[src/rtl/dmem_arb_pkg.sv]
// Shared types and constants for the data-memory arbiter.
package dmem_arb_pkg;

    typedef enum logic [1:0] {
        OWN_NONE = 2'd0,
        OWN_CPU  = 2'd1,
        OWN_HOST = 2'd2
    } owner_e;

    localparam int unsigned PORT_CPU  = 0;
    localparam int unsigned PORT_HOST = 1;

    // Width able to hold 0..max_burst inclusive.
    function automatic int unsigned burst_cnt_w(input int unsigned max_burst);
        return $clog2(max_burst + 1);
    endfunction

endpackage

[src/rtl/dmem_arbiter_rr_arb2.sv]
// Two-way round-robin arbiter; the current owner keeps the grant for up to
// MAX_BURST consecutive accesses while the other port is also requesting.
module rr_arb2
    import dmem_arb_pkg::*;
#(
    parameter int unsigned MAX_BURST = 16
) (
    input  logic       clk,
    input  logic       rst,
    input  logic [1:0] req,
    output logic [1:0] gnt
);

    localparam int unsigned    BW        = burst_cnt_w(MAX_BURST);
    localparam logic [BW-1:0]  BURST_MAX = BW'(MAX_BURST);

    owner_e          owner_q, owner_d;
    owner_e          last_q, last_d;
    owner_e          win;
    logic [BW-1:0]   burst_q, burst_d;
    logic            c_req_v, h_req_v;

    // Requests are masked while reset is held so nothing is granted in reset.
    assign c_req_v = req[PORT_CPU]  & rst;
    assign h_req_v = req[PORT_HOST] & rst;

    // Arbitration state register.
    always_ff @(posedge clk or negedge rst) begin
        if (!rst) begin
            owner_q <= OWN_NONE;
            last_q  <= OWN_HOST;
            burst_q <= '0;
        end else begin
            owner_q <= owner_d;
            last_q  <= last_d;
            burst_q <= burst_d;
        end
    end

    // Winner selection, grant vector and next arbitration state.
    always_comb begin
        win     = OWN_NONE;
        owner_d = owner_q;
        last_d  = last_q;
        burst_d = burst_q;
        gnt     = '0;

        if (c_req_v && !h_req_v) begin
            win = OWN_CPU;
        end else if (h_req_v && !c_req_v) begin
            win = OWN_HOST;
        end else if (c_req_v && h_req_v) begin
            if (owner_q == OWN_NONE) begin
                win = (last_q == OWN_CPU) ? OWN_HOST : OWN_CPU;
            end else if (burst_q == BURST_MAX) begin
                win = (owner_q == OWN_CPU) ? OWN_HOST : OWN_CPU;
            end else begin
                win = owner_q;
            end
        end

        if (win == OWN_NONE) begin
            owner_d = OWN_NONE;
            burst_d = '0;
        end else begin
            if (win == owner_q) begin
                if (burst_q != BURST_MAX) begin
                    burst_d = burst_q + 1'b1;
                end
            end else begin
                owner_d = win;
                burst_d = BW'(1);
            end
            last_d = win;
        end

        gnt[PORT_CPU]  = (win == OWN_CPU);
        gnt[PORT_HOST] = (win == OWN_HOST);
    end

endmodule

[src/rtl/dmem_arbiter.sv]
// Shares the single-port data memory between the CPU load/store path and a
// host loader/reader; muxes the granted port onto memory and routes read data.
module dmem_arbiter
    import dmem_arb_pkg::*;
#(
    parameter int unsigned DATA_WIDTH    = 32,
    parameter int unsigned ADDRESS_WIDTH = 20,
    parameter int unsigned MAX_BURST     = 16
) (
    input  logic                     clk,
    input  logic                     rst,
    input  logic                     c_req,
    input  logic                     c_we,
    input  logic                     c_be,
    input  logic [ADDRESS_WIDTH-1:0] c_addr,
    input  logic [DATA_WIDTH-1:0]    c_wdata,
    output logic                     c_gnt,
    output logic                     c_stall,
    output logic                     c_rvalid,
    output logic [DATA_WIDTH-1:0]    c_rdata,
    input  logic                     h_req,
    input  logic                     h_we,
    input  logic                     h_be,
    input  logic [ADDRESS_WIDTH-1:0] h_addr,
    input  logic [DATA_WIDTH-1:0]    h_wdata,
    output logic                     h_gnt,
    output logic                     h_rvalid,
    output logic [DATA_WIDTH-1:0]    h_rdata,
    output logic                     m_re,
    output logic                     m_we,
    output logic                     m_be,
    output logic [ADDRESS_WIDTH-1:0] m_addr,
    output logic [DATA_WIDTH-1:0]    m_wdata,
    input  logic [DATA_WIDTH-1:0]    m_rdata
);

    logic [1:0]            req;
    logic [1:0]            gnt;
    owner_e                rd_pend_q, rd_pend_d;
    logic [DATA_WIDTH-1:0] c_rdata_q, h_rdata_q;

    assign req[PORT_CPU]  = c_req;
    assign req[PORT_HOST] = h_req;

    rr_arb2 #(
        .MAX_BURST (MAX_BURST)
    ) u_arb (
        .clk (clk),
        .rst (rst),
        .req (req),
        .gnt (gnt)
    );

    assign c_gnt   = gnt[PORT_CPU];
    assign h_gnt   = gnt[PORT_HOST];
    assign c_stall = rst & c_req & ~c_gnt;

    // Drive memory from the granted port only; idle strobes otherwise.
    always_comb begin
        m_re    = 1'b0;
        m_we    = 1'b0;
        m_be    = 1'b0;
        m_addr  = '0;
        m_wdata = '0;
        if (c_gnt) begin
            m_re    = ~c_we;
            m_we    = c_we;
            m_be    = c_be;
            m_addr  = c_addr;
            m_wdata = c_wdata;
        end else if (h_gnt) begin
            m_re    = ~h_we;
            m_we    = h_we;
            m_be    = h_be;
            m_addr  = h_addr;
            m_wdata = h_wdata;
        end
    end

    // Remember which port issued this cycle's read.
    always_comb begin
        rd_pend_d = OWN_NONE;
        if (c_gnt && !c_we) begin
            rd_pend_d = OWN_CPU;
        end else if (h_gnt && !h_we) begin
            rd_pend_d = OWN_HOST;
        end
    end

    // Pending-read tag and per-port held read data.
    always_ff @(posedge clk or negedge rst) begin
        if (!rst) begin
            rd_pend_q <= OWN_NONE;
            c_rdata_q <= '0;
            h_rdata_q <= '0;
        end else begin
            rd_pend_q <= rd_pend_d;
            if (rd_pend_q == OWN_CPU) begin
                c_rdata_q <= m_rdata;
            end
            if (rd_pend_q == OWN_HOST) begin
                h_rdata_q <= m_rdata;
            end
        end
    end

    // Memory data arrives combinationally in the return cycle; held afterwards.
    assign c_rvalid = (rd_pend_q == OWN_CPU);
    assign h_rvalid = (rd_pend_q == OWN_HOST);
    assign c_rdata  = c_rvalid ? m_rdata : c_rdata_q;
    assign h_rdata  = h_rvalid ? m_rdata : h_rdata_q;

endmodule

[config.mk]
export PLATFORM = sky130hd
export DESIGN_NAME = dmem_arbiter
export DESIGN_NICKNAME = d
export VERILOG_FILES = /design/src/rtl/dmem_arb_pkg.sv /design/src/rtl/dmem_arbiter_rr_arb2.sv /design/src/rtl/dmem_arbiter.sv
export SDC_FILE = /design/constraint.sdc
export NUM_CORES = 1
export LEC_CHECK = 0
export ABC_AREA = 1
export BUFFER_PORTS_ARGS = -buffer_cell sky130_fd_sc_hd__buf_2
export CELL_PAD_IN_SITES_DETAIL_PLACEMENT = 0
export CELL_PAD_IN_SITES_GLOBAL_PLACEMENT = 1
export CORE_MARGIN = 1
export CORE_UTILIZATION = 28
export CTS_CLUSTER_DIAMETER = 60
export DETAILED_ROUTE_END_ITERATION = 10
export PLACE_DENSITY = 0.77
export SKIP_LAST_GASP = 1
export SLEW_MARGIN = 10
export SYNTH_ARGS = -nofsm -noshare
export SYNTH_HDL_FRONTEND = slang
export SYNTH_HIERARCHICAL = 1
export SYNTH_SLANG_ARGS = --single-unit
[constraint.sdc]
create_clock -name clk -period 2.15 [get_ports clk]
set_input_delay 0.3225 -clock clk [delete_from_list [all_inputs] [get_ports clk]]
set_output_delay 0.3225 -clock clk [all_outputs]
set_load 0.05 [all_outputs]
==> flow_summary_export.csv <==
group,metric,value,unit
setup_path,path_cells,"inv_2 > ha_4 > nand2_4 > inv_4 > nand3_4 > nand3_4 > nand2_4 > nor2_4 > buf_12 > inv_16 > buf_12 > buf_4 > nand3_4 > nand2_8 > buf_12",
timing,maxSlewHeadroom,0.6536,
setup_path,worst_setup_path_start_kind,"flop",
detailed_routing,drc,0,
synth,syn_inst,547,
min_path,hp-class,"in -> async",
cells_and_area,final_cells,1055,
timing,worst_slack,-0.4314,ns
floorplan,core,0.01404,mm2
setup_path,crit_type,"reg -> out",
cells_and_area,antennaDiodeCount,0,
global_routing,grt_usage,0.2276,
clock_network,cts_tree,"built",
setup_path,reg2regPathDepth,14,
power_and_ir_drop,powerDensity,845.4,mW/mm2
place,dp_cells,1004,
global_routing,grt_max_degree,41,
place,place_ws,-0.1908,ns
setup_path,worstSetupEndpointType,"primary output",
place,io_buffer_count,267,
timing,hold_violations,0,
global_routing,grt_overflow,0,
synth,ys_ff_latch,75,
synth,avgSynthCellArea,7.436,um2
floorplan,rows,43,
clock_network,htreeDepth,3,
global_routing,antenna_found_initial,1,
floorplan,start_util,0.2897,
floorplan,dieArea,0.01501,mm2
detailed_routing,vias_per_cell,4.684,
timing,timing.fmax,387.4,MHz
timing,rsz0062_at_grt,"yes",
setup_path,cp.required,1.83,ns
clock_network,ctsRootBufferMaster,"clkbuf_16",
synth,synth.distinct_cells,20,
clock_network,cts.sinks,75,
clock_network,insertion_delay,0.33,ns
clock_network,clk_pin_slew,0.07,ns
power_and_ir_drop,ir_drop,0.3836,mV
synth,syn_area,0.004068,mm2
synth,synth_fp_nets,693,
cells_and_area,nNetsFinal,1016,
cells_and_area,final_common_cell,"buf_2",
setup_path,cp.arrival,2.26,ns
place,placed_cell_area,0.007176,mm2
detailed_routing,drt_first_pass_iters,4,
setup_path,cp_max_fo,8,
floorplan,die_h,122.5,um
synth,yosysTopAreaCell,"dfrtp_1",
status,status,"finished, violations left",
global_routing,grt_pass1_wl,26120,um
detailed_routing,drtIter0Drc,198,
synth,synth_top_area_frac,0.4552,
synth,yosysSeqAreaShare,0.4617,
detailed_routing,drtAntennaViolNets,0,
detailed_routing,wire_per_inst,17.04,um
timing,finalCriticalPeriod,2.581,ns
timing,period_share,1.201,
cells_and_area,stdcell_area,0.009042,mm2
timing,tightest_slew,0.5196,ns
detailed_routing,routed_wl,17970,um
flow_run,maxCapViolCount,0,
setup_path,ff2ff_setup_slack,0.28,ns
cells_and_area,syn_to_final_growth,122.3,%
clock_network,numCtsBuffers,9,
cells_and_area,final_layout_size_suffix_gt1_frac,0.6194,
cells_and_area,final_cell_mix,"206 x buf_2, 164 x nand2_1, 74 x dfrtp_1",
floorplan,pin_count,268,
clock_network,cts_max_path_buffers,2,
setup_path,critPathMaxStageDelay,0.39,ns
status,violations,"setup timing",
timing,setup_viol,58,
place,gp_congestion,0.7914,
global_routing,grt_pass1_vias,5132,
place,post-dp-hpwl,11980,um
timing,finalMaxSlewViolations,0,
power_and_ir_drop,p_leak,4.436,nW
setup_path,reg2reg_from,"u_arb/burst_q[0]",
floorplan,die_x,122.5,um
detailed_routing,vias,4942,
setup_path,reg2reg_to,"rd_pend_q[1]",
synth,yosysWarnings,6,
timing,finClkSkew,0.005653,ns
setup_path,critPathSlowestCell,"dfrtp_1",
synth,yosys-top-cells-area,"dfrtp_1 46%, nand2_1 24%, nand3_1 15%",
-- sequential cells by signal, indices dropped and copies added, names as in the netlist --
signal,flops
c_rdata_q,32
h_rdata_q,32
u_arb/burst_q,5
rd_pend_q,2
u_arb/last_q,2
u_arb/owner_q,2
-- cells in the mapped netlist (all sizes together) --
library cell / number
a21oi: 1
buf: 37
dfrtp: 74
dfstp: 1
ha: 2
inv: 23
nand2: 264
nand3: 127
nor2: 13
o21ai: 2
xor2: 3
-- how the worst max path moves through the flow --
stage                     startpoint     endpoint  slack (ns)  cells after the start
floorplan           u_arb/burst_q[0]   m_wdata[2]       -0.17                     12
global placement    u_arb/burst_q[1]    m_addr[6]       -0.15                     15
detailed placement  u_arb/burst_q[1]    m_addr[8]       -0.19                     15
CTS                 u_arb/burst_q[1]  m_wdata[25]       -0.44                     15
global route        u_arb/burst_q[1]  m_wdata[26]       -0.56                     15
finish              u_arb/burst_q[0]  m_wdata[26]       -0.43                     15
-- per-stage QoR --
stage	total power, mW	utilization	TNS, ns	hold WS, ns
6_report	7.644	0.6439	-20.82	0.06139
5_1_grt	8.002	0.6439	-28.49	0.07491
4_1_cts	7.581	0.6198	-21.25	0.06523
3_5_place_dp	5.670	0.5110	-8.002	0.2982
3_3_place_gp	5.624	0.5110	-6.021	0.3005
2_1_floorplan	4.658	-	-4.983	0.02691
-- worst max-delay path, delay by kind of cell, from the launching register on --
kind                     cells  cell delay, ns
adder cells (fa/ha/maj)      1            0.14
buffers and inverters        7            0.79
AND/OR/NAND/NOR              7            0.59
flip-flops                   1            0.39
-- power breakdown --
part / switching (mW) / total [mW] / internal [mW]
sequential: 0.110 / 1.91 / 1.80
clock: 0.642 / 1.46 / 0.818
combinational: 2.96 / 4.27 / 1.31
total: 3.71 / 7.64 / 3.93
-- final cells by class --
type / count / area, um2
Inverter: 23 / 113.9
Sequential cell: 75 / 1878
Clock inverter: 7 / 68.82
Fill cell: 1035 / 5000
Clock buffer: 9 / 225.2
Multi-Input combinational cell: 412 / 3422
Timing Repair Buffer: 349 / 3109
Tap cell: 180 / 225.2
-- kinds of logic (layout without fill, tap and decap cells) --
logic type | count (synthesis) | after routing | share of synthesized area
compound gates | 3 | 3 | 0.006461
buf+inv | 60 | 388 | 0.08582
simple gates | 404 | 404 | 0.4334
xor+xnor | 3 | 3 | 0.006461
flops | 75 | 75 | 0.4617
fa+ha+maj | 2 | 2 | 0.006151
-- per-layer routing --
metal  up-vias  global-route usage  routed length, um
met2       209              0.4221               9612
met1      2311              0.2525               6790
met3        24             0.05019               1129
met5         -                   0                  8
li1       2396                   -                  -
met4         2             0.08079                431
-- what timing repair did --
action / CTS / global route
hold endpoints to repair: 5 / 0
pin swaps: 30 / 43
cloned: 8 / 2
gates resized for setup: 210 / 54
setup buffers: 19 / 6
hold buffers: 1 / 0
setup endpoints to repair: 58 / 86
No activity file was read; power rests on OpenSTA's default activity.
